## config.mk

```make
export PLATFORM = sky130hd
export DESIGN_NAME = vga_rx_timing_recovery
export DESIGN_NICKNAME = d
export VERILOG_FILES = /design/src/rtl/vga_rx_timing_recovery.sv
export SDC_FILE = /design/constraint.sdc
export NUM_CORES = 1
export LEC_CHECK = 0
export ABC_AREA = 1
export BUFFER_PORTS_ARGS = -buffer_cell sky130_fd_sc_hd__buf_2
export CORE_MARGIN = 5
export CORE_UTILIZATION = 51
export CTS_CLUSTER_SIZE = 20
export DETAILED_ROUTE_END_ITERATION = 8
export HOLD_SLACK_MARGIN = 0.15
export PLACE_DENSITY = 0.75
export SLEW_MARGIN = 40
export SYNTH_ARGS = -nofsm -noshare
export SYNTH_HDL_FRONTEND = slang
export SYNTH_SLANG_ARGS = --single-unit
```

## constraint.sdc

```tcl
create_clock -name clk_pix -period 2.5 [get_ports clk_pix]
set_clock_uncertainty 0.05 [all_clocks]
set_input_delay 0.125 -clock clk_pix [delete_from_list [all_inputs] [get_ports clk_pix]]
set_output_delay 0.125 -clock clk_pix [all_outputs]
set_load 0.05 [all_outputs]
```

## src/rtl/vga_rx_timing_recovery.sv

```systemverilog
// rtl/vga_rx_timing_recovery.sv - recovers VGA pixel timing from sampled sync/RGB
module vga_rx_timing_recovery #(
    parameter int H_ACTIVE    = 640,
    parameter int H_TOTAL     = 800,
    parameter int HS_STA      = 655,
    parameter int V_ACTIVE    = 480,
    parameter int V_TOTAL     = 525,
    parameter int VS_STA      = 489,
    parameter int LOCK_FRAMES = 2
) (
    input  logic        clk_pix,
    input  logic        rst_pix,
    input  logic        hsync_in,
    input  logic        vsync_in,
    input  logic [1:0]  r_in,
    input  logic [1:0]  g_in,
    input  logic [1:0]  b_in,
    output logic [9:0]  rx_x,
    output logic [9:0]  rx_y,
    output logic        rx_de,
    output logic [1:0]  rx_r,
    output logic [1:0]  rx_g,
    output logic [1:0]  rx_b,
    output logic        frame_start,
    output logic        locked,
    output logic        sync_err,
    output logic [10:0] line_len,
    output logic [9:0]  frame_len
);

    localparam int LC_W = (LOCK_FRAMES < 1) ? 1 : $clog2(LOCK_FRAMES + 1);
    localparam logic [LC_W-1:0] LOCK_MAX = LC_W'(LOCK_FRAMES);

    logic            hsync_q, vsync_q, hsync_d, vsync_d;
    logic [5:0]      rgb_q;
    logic [9:0]      x_q, y_q;
    logic            h_seen, v_seen, err_flag;
    logic [LC_W-1:0] lock_cnt;
    logic [10:0]     clk_cnt;
    logic [9:0]      line_cnt;

    logic            hfall, vfall, x_wrap, h_mis, v_mis, wd_fire, mismatch;
    logic [9:0]      x_pred, y_pred, x_s, y_s;
    logic [LC_W-1:0] lock_cnt_nxt;
    logic            locked_nxt, err_flag_nxt;

    // x_pred/y_pred: where the free-running counters place the current sample
    always_comb begin
        hfall    = !hsync_q && hsync_d;
        vfall    = !vsync_q && vsync_d;
        x_wrap   = (x_q == 10'(H_TOTAL - 1));
        x_pred   = x_wrap ? 10'd0 : x_q + 10'd1;
        y_pred   = y_q;
        if (x_wrap)
            y_pred = (y_q == 10'(V_TOTAL - 1)) ? 10'd0 : y_q + 10'd1;
        h_mis    = hfall && h_seen && (x_pred != 10'(HS_STA));
        v_mis    = vfall && v_seen && ((x_pred != 10'd0) || (y_pred != 10'(VS_STA)));
        wd_fire  = !hfall && (clk_cnt == 11'(2 * H_TOTAL));
        mismatch = h_mis || v_mis || wd_fire;
        // vfall reload takes priority over the hfall reload
        x_s      = vfall ? 10'd0 : (hfall ? 10'(HS_STA) : x_pred);
        y_s      = vfall ? 10'(VS_STA) : y_pred;
    end

    always_comb begin
        lock_cnt_nxt = lock_cnt;
        locked_nxt   = locked;
        err_flag_nxt = err_flag;
        if (mismatch) begin
            lock_cnt_nxt = '0;
            locked_nxt   = 1'b0;
            err_flag_nxt = 1'b1;
        end else if (vfall && v_seen && !err_flag) begin
            if (lock_cnt != LOCK_MAX)
                lock_cnt_nxt = lock_cnt + 1'b1;
            if (lock_cnt_nxt == LOCK_MAX)
                locked_nxt = 1'b1;
        end
        // every frame boundary opens a fresh error window
        if (vfall)
            err_flag_nxt = 1'b0;
    end

    always_ff @(posedge clk_pix or posedge rst_pix) begin
        if (rst_pix) begin
            hsync_q     <= 1'b1;
            vsync_q     <= 1'b1;
            hsync_d     <= 1'b1;
            vsync_d     <= 1'b1;
            rgb_q       <= '0;
            x_q         <= '0;
            y_q         <= '0;
            h_seen      <= 1'b0;
            v_seen      <= 1'b0;
            err_flag    <= 1'b0;
            lock_cnt    <= '0;
            clk_cnt     <= '0;
            line_cnt    <= '0;
            rx_x        <= '0;
            rx_y        <= '0;
            rx_de       <= 1'b0;
            rx_r        <= '0;
            rx_g        <= '0;
            rx_b        <= '0;
            frame_start <= 1'b0;
            locked      <= 1'b0;
            sync_err    <= 1'b0;
            line_len    <= '0;
            frame_len   <= '0;
        end else begin
            hsync_q  <= hsync_in;
            vsync_q  <= vsync_in;
            rgb_q    <= {r_in, g_in, b_in};
            hsync_d  <= hsync_q;
            vsync_d  <= vsync_q;
            x_q      <= x_s;
            y_q      <= y_s;

            if (hfall)
                h_seen <= 1'b1;
            else if (wd_fire)
                h_seen <= 1'b0;
            if (vfall)
                v_seen <= 1'b1;

            if (hfall) begin
                if (h_seen)
                    line_len <= clk_cnt;
                clk_cnt <= 11'd1;
            end else if (clk_cnt != 11'h7FF) begin
                clk_cnt <= clk_cnt + 11'd1;
            end

            if (vfall) begin
                if (v_seen)
                    frame_len <= line_cnt;
                line_cnt <= {9'd0, hfall};
            end else if (hfall && (line_cnt != 10'h3FF)) begin
                line_cnt <= line_cnt + 10'd1;
            end

            err_flag    <= err_flag_nxt;
            lock_cnt    <= lock_cnt_nxt;
            locked      <= locked_nxt;
            sync_err    <= mismatch;
            rx_x        <= x_s;
            rx_y        <= y_s;
            rx_de       <= locked_nxt && (x_s < 10'(H_ACTIVE)) && (y_s < 10'(V_ACTIVE));
            frame_start <= locked_nxt && (x_s == 10'd0) && (y_s == 10'd0);
            rx_r        <= rgb_q[5:4];
            rx_g        <= rgb_q[3:2];
            rx_b        <= rgb_q[1:0];
        end
    end

endmodule
```

Word level (Yosys, flattened, before mapping)
Index checks and enable logic that the tools add are counted.
{"block": "totals", "output_inout_bits": 51, "regBits": 87, "word_cells": 90, "inputBits": 10}
{"block": "classes", "n_reduce_logical": 30, "add_sub_neg": 5, "mux": 22, "eq_ne": 9, "n_lt_le_gt_ge": 2}
{"cell": "$mux W10", "n": 8}
{"cell": "$add A10 B1 Y10 const B", "n": 3}
{"cell": "$mux W11", "n": 2}
{"cell": "$eq A10 B10 Y1 const B", "n": 2}
{"cell": "$logic_not A10 Y1", "n": 2}
{"cell": "$ne A10 B10 Y1 const B", "n": 2}
{"cell": "$logic_and A1 B1 Y1", "n": 13}
{"cell": "$add A11 B1 Y11 const B", "n": 1}
{"cell": "$eq A11 B11 Y1 const B", "n": 1}
{"cell": "$ne A11 B11 Y1 const B", "n": 1}
{"cell": "$lt A10 B10 Y1 const B", "n": 1}
{"cell": "$lt A10 B9 Y1 const B", "n": 1}
{"cell": "$mux W2", "n": 5}
{"cell": "$ne A10 B9 Y1 const B", "n": 1}
{"cell": "$reduce_bool A10 Y1", "n": 1}
{"cell": "$reduce_bool A2 Y1", "n": 5}
{"cell": "$mux W1", "n": 7}
{"cell": "$logic_not A1 Y1", "n": 4}
{"cell": "$reduce_and A2 Y1", "n": 2}
{"cell": "$logic_or A1 B1 Y1", "n": 3}
{"cell": "$add A2 B1 Y2 const B", "n": 1}
{"cell": "$eq A2 B2 Y1 const B", "n": 1}
{"cell": "$ne A2 B2 Y1 const B", "n": 1}

Longest topological paths before layout
Gate-level depths: netlist of the first run.
{"block": "depth", "word_depth": 15, "mapped_depth": 16, "depth_no_buf": 16}

Worst setup path before layout of the first run
Ideal clock, no wire load.
{"block": "synth_path", "kind": "register to register", "startpoint": "register x_q[1]", "endpoint": "register err_flag", "t_arrival_ns": 2.141, "setup_ns": 0.114, "period_less_slack_ns": 2.305, "path_buffers": 1, "required_ns": 2.336, "stages_incl_launch_ff": 16, "path_slack_ns": 0.195, "path_cell_list": "dfrtp_1 > ha_1 > nand2_2 > nor2_4 > nand3_2 > buf_6 > nand2_1 > nand2_1 > nor2_1 > nand2_1 > nor2_2 > nand3_2 > nand2_2 > nand3_1 > nand2_1 > inv_1"}
{"block": "synth_between", "elab_chain_cells": 8, "word_cells_on_any_way": 13, "cone_classes": "1 x add/sub; 3 x eq/ne; 2 x mux; 7 x reduce/logical"}
{"element": "from (decl)", "line": "36", "rtl": "logic [9:0] x_q, y_q;"}
{"element": "from (signal assigned)", "line": "116", "rtl": "x_q <= x_s;"}
{"element": "$add A10 B1 Y10 / $eq A10 B10 Y1 (equally long branches)", "line": "52, 51"}
{"element": "$mux W10 (on tied branches)", "line": "52, 54"}
{"element": "$reduce_bool A10 Y1 / $ne A10 B9 Y1 (equally long branches)", "line": "57", "rtl": "v_mis = vfall && v_seen && ((x_pred != 10'd0) || (y_pred != 10'(VS_STA)));"}
{"element": "$logic_or A1 B1 Y1", "line": "57"}
{"element": "$logic_and A1 B1 Y1", "line": "57"}
{"element": "$logic_or A1 B1 Y1 (*) (2 in a row)", "line": "59", "rtl": "mismatch = h_mis || v_mis || wd_fire;"}
{"element": "$reduce_bool A2 Y1 (no source line) (*)"}
{"element": "to (signal assigned)", "line": "142", "rtl": "err_flag <= err_flag_nxt;"}
{"element": "to (decl)", "line": "37", "rtl": "logic h_seen, v_seen, err_flag;"}
Every way passes the cells marked *; elsewhere a longest branch is shown, timed or not.
A chain may end at the register's enable or synchronous reset.

Final worst setup path of the first run
Same ends and word-level chain as after synthesis.

==> flow_summary.toml, run 1 <==
[timing]
fin_crit_sh_pct = 87.5
period_minus_slack_ps = 2190
tightest_slew_ps = 505
slew_violations = 0
fmax_mhz = 457
tns_ps = 0
hold_viol_final = 0
relSlewSlack_pct = 66.3
rsz0062_at_grt = "false"
setup_viol = 0
holdWs_ps = 306

[global_routing]
gr-total-overflow = 0
grt_max_degree = 88
track_usage_pct = 19.4
grt_pass1_vias = 3330
grt_pass1_wl_mm = 15.7
antenna_found_initial = 0

[setup_path]
r2r-end = "err_flag$_DFFE_PP0P_"
cp-end-kind = "flop"
criticalPathCategory = "flop to flop"
worstPathRequired_ps = 2710
r2r_slack_ps = 310
startpoint_type = "flop"
r2r-start = "x_q[1]$_DFF_PP0_"
cp_max_fo = 8
rr_worst_depth = 16
arrival_ps = 2400

[logic_synthesis]
syn_inst = 495
ys_warn_count = 0
synth_cell_types = 33
yosysSeqAreaShare_pct = 53.0
netlist_area_sq_um = 4120
syn_avg_cell_area_sq_um = 8.32
synth_fp_nets = 513
synth_seq_cells = 87

[placement]
dp_cells = 653
post-dp-hpwl_mm = 6.66
port_buffers = 60
finalWeightedCongestion = 0.939

[drt]
avgViaCountPerCell = 5.14
finalWirelength_mm = 9.06
detail-route-antenna-nets = 0
drc_errors = 0
drt-initial-drc-count = 182
route.vias.total = 3483
firstDrtPassIters = 5
routedWlPerCell_um = 13.4

[die]
io_pins = 61
rows = 32
initial_utilization_pct = 52.8
coreArea_sq_um = 7810
die_y_um = 99.9
fp.dieArea_sq_um = 9980
die_w_um = 99.9

[layout]
drive_gt1_share_pct = 18.4
layout_common_cells = "115 x nand2_1, 83 x dfrtp_1, 71 x inv_1, 60 x buf_2, 48 x nor2_1"
multi_input_area_sq_um = 1630
stdcell_count = 678
n_antenna_cell = 0
syn_to_final_growth_pct = 17.6
fillers = 692
seq_area_sq_um = 2180
fin_nets = 589
layout_commonest_cell = "nand2_1"

[power]
p_per_area_nw_per_um2 = 672
ir_drop_mv = 0.409
p_leak_nw = 2.42

[clocking]
clk_pin_slew_ps = 100
cts_tree = "yes"
clock_sinks = 87
postCtsSetupRepairBufs = 0
cts_buffer_depth = 2
htreeDepth = 3
clock_latency_ps = 370
cts_root_buffer = "clkbuf_8"
cts-buffers-inserted = 9

[hold_path]
hold_depth = 0
hold_start = "rgb_q[4]$_DFF_PP0_"
holdPathEnd = "rx_r[0]$_DFF_PP0_"
worst_hold_path_type = "flop to flop"

[outcome]
outcome = "complete, no violations"

[job]
maxCapViolCount = 0
==> worst max path at each step <==
stage	startpoint	end	slack (ps)	depth (start not counted)
CTS	x_q[0]$_DFF_PP0_	err_flag$_DFFE_PP0P_	210	14
global placement	x_q[1]$_DFF_PP0_	err_flag$_DFFE_PP0P_	350	14
finish	x_q[1]$_DFF_PP0_	err_flag$_DFFE_PP0P_	310	16
floorplan	rst_pix	clk_cnt[0]$_DFFE_PP0P_	80	1
global route	clk_cnt[0]$_DFFE_PP0P_	clk_cnt[5]$_DFFE_PP0P_	60	9
detailed placement	x_q[1]$_DFF_PP0_	err_flag$_DFFE_PP0P_	240	14
==> sequential cells by signal, indices dropped and copies added, names as in the netlist <==
register,flops
clk_cnt,11
line_len,11
frame_len,10
line_cnt,10
x_q,10
y_q,10
rgb_q,6
lock_cnt,2
rx_b,2
rx_g,2
rx_r,2
err_flag,1
frame_start,1
h_seen,1
hsync_d,1
hsync_q,1
locked,1
rx_de,1
sync_err,1
v_seen,1
vsync_d,1
vsync_q,1
==> cell type report <==
| type | instances | share of cell area (%) |
|---|---|---|
| repair buffers | 75 | 9.24 |
| flip-flops and latches | 87 | 45.0 |
| clock inverters | 7 | 1.39 |
| multi-input cells | 326 | 33.5 |
| inverters | 72 | 5.60 |
| well taps | 102 | 2.63 |
| clock buffers | 9 | 2.56 |
==> where the power goes <==
group	internal [mW]	switching, mW
Sequential	1.53	0.0743
Clock	0.384	0.555
Combinational	0.181	0.536
==> cell usage after synthesis <==
cell,number,area [sq um]
a21oi_1,21,105
a21oi_2,1,8.76
a21oi_4,1,16.3
a31oi_1,2,12.5
buf_2,1,5.00
buf_4,1,7.51
buf_6,1,11.3
clkbuf_1,7,26.3
dfrtp_1,83,2080
dfstp_2,4,105
ha_1,8,100
inv_1,72,270
mux2i_1,1,10.0
nand2_1,115,432
nand2_2,6,37.5
nand3_1,26,130
nand3_2,4,40.0
nand4_1,11,68.8
nor2_1,48,180
nor2_2,4,25.0
nor2_4,2,22.5
nor3_1,17,85.1
nor3b_1,1,7.51
nor4_1,3,18.8
o21ai_0,42,210
o21ai_1,2,10.0
o21bai_1,4,30.0
o21bai_4,1,18.8
o221ai_1,1,8.76
o31ai_1,1,7.51
or2_1,1,6.26
xnor2_1,1,8.76
xor2_1,2,17.5
==> routing by layer <==
layer	global-route usage, %	wire, um	vias to the layer above
met5	0	0	-
met4	5.67	110	0
met3	6.05	658	16
met2	29.7	4150	121
met1	26.6	4140	1603
li1	-	-	1743
==> worst max-delay path, stage by stage, from the launching register on <==
cell and delay [ps]:
dfrtp_1 420, ha_1 220, nand2_2 100, nor2_4 180
nand2_1 140, nor2_4 210, nand2_2 60, nand2_1 70
nand2_2 70, nor2_2 80, nand2_1 60, nor2_2 90
nand3_2 80, nand2_2 90, nand3_1 70, nand2_1 60
inv_1 30
==> kinds of logic (layout without fill, tap and decap cells) <==
logic type      after synthesis  count (layout)  synth area share (%)
simple gates                238             238                  25.6
flops                        87              87                  53.0
buf+inv                      82             163                  7.77
compound gates               76              76                  10.4
fa+ha+maj                     8               8                  2.43
xor+xnor                      3               3                 0.638
mux                           1               1                 0.243
==> per-stage QoR <==
stage               worst slack (ps)  utilization, %  power (mW)  area (sq um)
floorplan                       81.4               -        2.15          4120
global placement                 350            58.4        2.32          4560
CTS                              209            62.0        3.29          4840
global route                    58.5            62.1        3.44          4850
detailed placement               237            58.4        2.33          4560
finish                           312            62.1        3.26          4850
==> what timing repair did <==
action | in CTS | in global routing
endpoints found under the setup margin | 0 | 3
resized for setup | 0 | 1
hold buffers | 9 | 0
hold endpoints to repair | 95 | 0
Power figures use the tool's default switching activity.
==> run 2, diff against run 1 <==
Settings changed: CORE_MARGIN 5 to 4.
==> run 2 against run 1 <==
Compared with the run above: setup slack got worse by 41 ps; clock-buffer cell count increased by 1; non-clock buffer count decreased by 1; final cell count down 0.15%; die area fell by 4.0%; critical path depth unchanged; flip-flop and latch count is the same; largest cell class unchanged; largest power group unchanged; highest routed layer unchanged.
==> flow_summary.toml, run 2 (synthesized netlist as in run 1, its figures left out) <==
[global_routing]
gr-total-overflow = 0
track_usage_pct = 18.9
grt_pass1_vias = 3254
antenna_found_initial = 0
grt_max_degree = 54
grt_pass1_wl_mm = 15.0

[setup_path]
worstPathRequired_ps = 2700
cp_max_fo = 8
critPathMaxStageDelay_ps = 420
startpoint_type = "flop"
crit_slowest_cell = "dfrtp_1"
critPathTopFamily = "simple AND/OR/NAND/NOR gates"
arrival_ps = 2430
path_buf_inv = 1
cp-end-kind = "flop"
criticalPathCategory = "flop to flop"
crit_chain = "ha_1 > nand2_2 > nor2_4 > nand2_1 > nor2_4 > nand2_2 > nand2_1 > nand2_2 > nor2_2 > nand2_1 > nor2_2 > nand3_2 > nand2_2 > nand3_1 > nand2_1 > inv_1"

[die]
initial_utilization_pct = 52.8
io_pins = 61
fp.dieArea_sq_um = 9580
rows = 32
die_w_um = 97.9
die_y_um = 97.9
coreArea_sq_um = 7810

[clocking]
cts_buffer_depth = 2
clock_latency_ps = 350
clock_sinks = 87
cts-buffers-inserted = 9
cts_root_buffer = "clkbuf_8"
cts_tree = "yes"
clk_pin_slew_ps = 90
htreeDepth = 3

[power]
p_leak_nw = 2.43
combPwrFrac_pct = 21.5
p_total_mw = 3.32
ir_drop_mv = 0.469
p_seq_share_pct = 48.2
netSwitchingPower_mw = 1.11
p_per_area_nw_per_um2 = 683
p_int_mw = 2.21
power.share.switching_pct = 33.5
clkPwrFrac_pct = 30.4

[hold_path]
worst_hold_path_type = "flop to flop"

[outcome]
outcome = "complete, no violations"

[drt]
route.vias.total = 3421
firstDrtPassIters = 5
finalWirelength_mm = 8.86
avgViaCountPerCell = 5.05
drc_errors = 0
routedWlPerCell_um = 13.1
detail-route-antenna-nets = 0
drt-initial-drc-count = 152

[placement]
post-dp-hpwl_mm = 6.68
finalWeightedCongestion = 0.906
port_buffers = 60
dp_cells = 652

[layout]
layout_commonest_cell = "nand2_1"
layout_common_cells = "115 x nand2_1, 83 x dfrtp_1, 71 x inv_1, 60 x buf_2, 48 x nor2_1"
reg_top3 = "clk_cnt: 11 flops, line_len: 11 flops"
stdcell_count = 677
fin_nets = 588
final_core_util_pct = 62.3
n_antenna_cell = 0
syn_to_final_growth_pct = 18.1
drive_gt1_share_pct = 18.3

[timing]
hold_viol_final = 0
tns_ps = 0
setup_viol = 0
period_minus_slack_ps = 2230
fin_crit_sh_pct = 89.1
slew_violations = 0
tightest_slew_ps = 595
fmax_mhz = 449
relSlewSlack_pct = 60.3
rsz0062_at_grt = "false"

[job]
maxCapViolCount = 0
[run 2: changes by cell type in the layout (fill, tap and decap cells not counted), sizes merged]
cell	before	now
clkinvlp	2	1
inv	74	72
clkbuf	9	10
bufinv	0	1
buf	66	65
clkinv	3	4
[run 2: power by group through the flow]
| stage | Combinational, mW | Sequential (mW) | Clock (mW) |
|---|---|---|---|
| floorplan | 0.296 | 1.85 | 0 |
| global placement | 0.692 | 1.62 | 0 |
| detailed placement | 0.705 | 1.63 | 0 |
| CTS | 0.718 | 1.60 | 1.05 |
| global route | 0.776 | 1.62 | 1.11 |
| finish | 0.713 | 1.60 | 1.01 |
[run 2: cell type report]
cell class | count | area [sq um]
Clock buffer | 10 | 138
Clock inverter | 6 | 80.1
Fill cell | 675 | 2940
Inverter | 72 | 272
Multi-Input combinational cell | 326 | 1630
Sequential cell | 87 | 2180
Tap cell | 102 | 128
Timing Repair Buffer | 74 | 440
[run 2: metrics by stage]
stage	area, sq um	hold slack (ps)	setup slack [ps]
after floorplan	4120	79.5	81.4
after global placement	4550	149	341
after detailed placement	4550	160	222
after CTS	4860	310	207
after global routing	4860	316	49.2
final	4860	305	272
[run 2: metal layers]
layer | GRT usage [%] | routed length (um) | up-vias
li1 | - | - | 1737
met5 | 0 | 0 | -
met1 | 26.9 | 4130 | 1584
met4 | 5.43 | 76 | 0
met3 | 3.79 | 535 | 7
met2 | 29.6 | 4120 | 93
[run 2: worst paths after layout]
| check | from | to | slack, ps | cells past startpoint |
|---|---|---|---|---|
| min in group asynchronous | rst_pix | rx_b[1]$_DFF_PP0_ | 330 | 3 |
| worst min-delay path | rgb_q[5]$_DFF_PP0_ | rx_r[1]$_DFF_PP0_ | 310 | 0 |
| worst max register to register | x_q[1]$_DFF_PP0_ | err_flag$_DFFE_PP0P_ | 270 | 16 |
| worst min register to register | rgb_q[5]$_DFF_PP0_ | rx_r[1]$_DFF_PP0_ | 310 | 0 |
| max in group asynchronous | rst_pix | vsync_d$_DFF_PP1_ | 1370 | 4 |
| worst max-delay path | x_q[1]$_DFF_PP0_ | err_flag$_DFFE_PP0P_ | 270 | 16 |
[run 2: timing repair]
item,in CTS,in global routing
hold buffers,9,0
endpoints found under the setup margin,0,2
endpoints found under the hold margin,42,0
buffers inserted,0,0
gates resized for setup,0,1
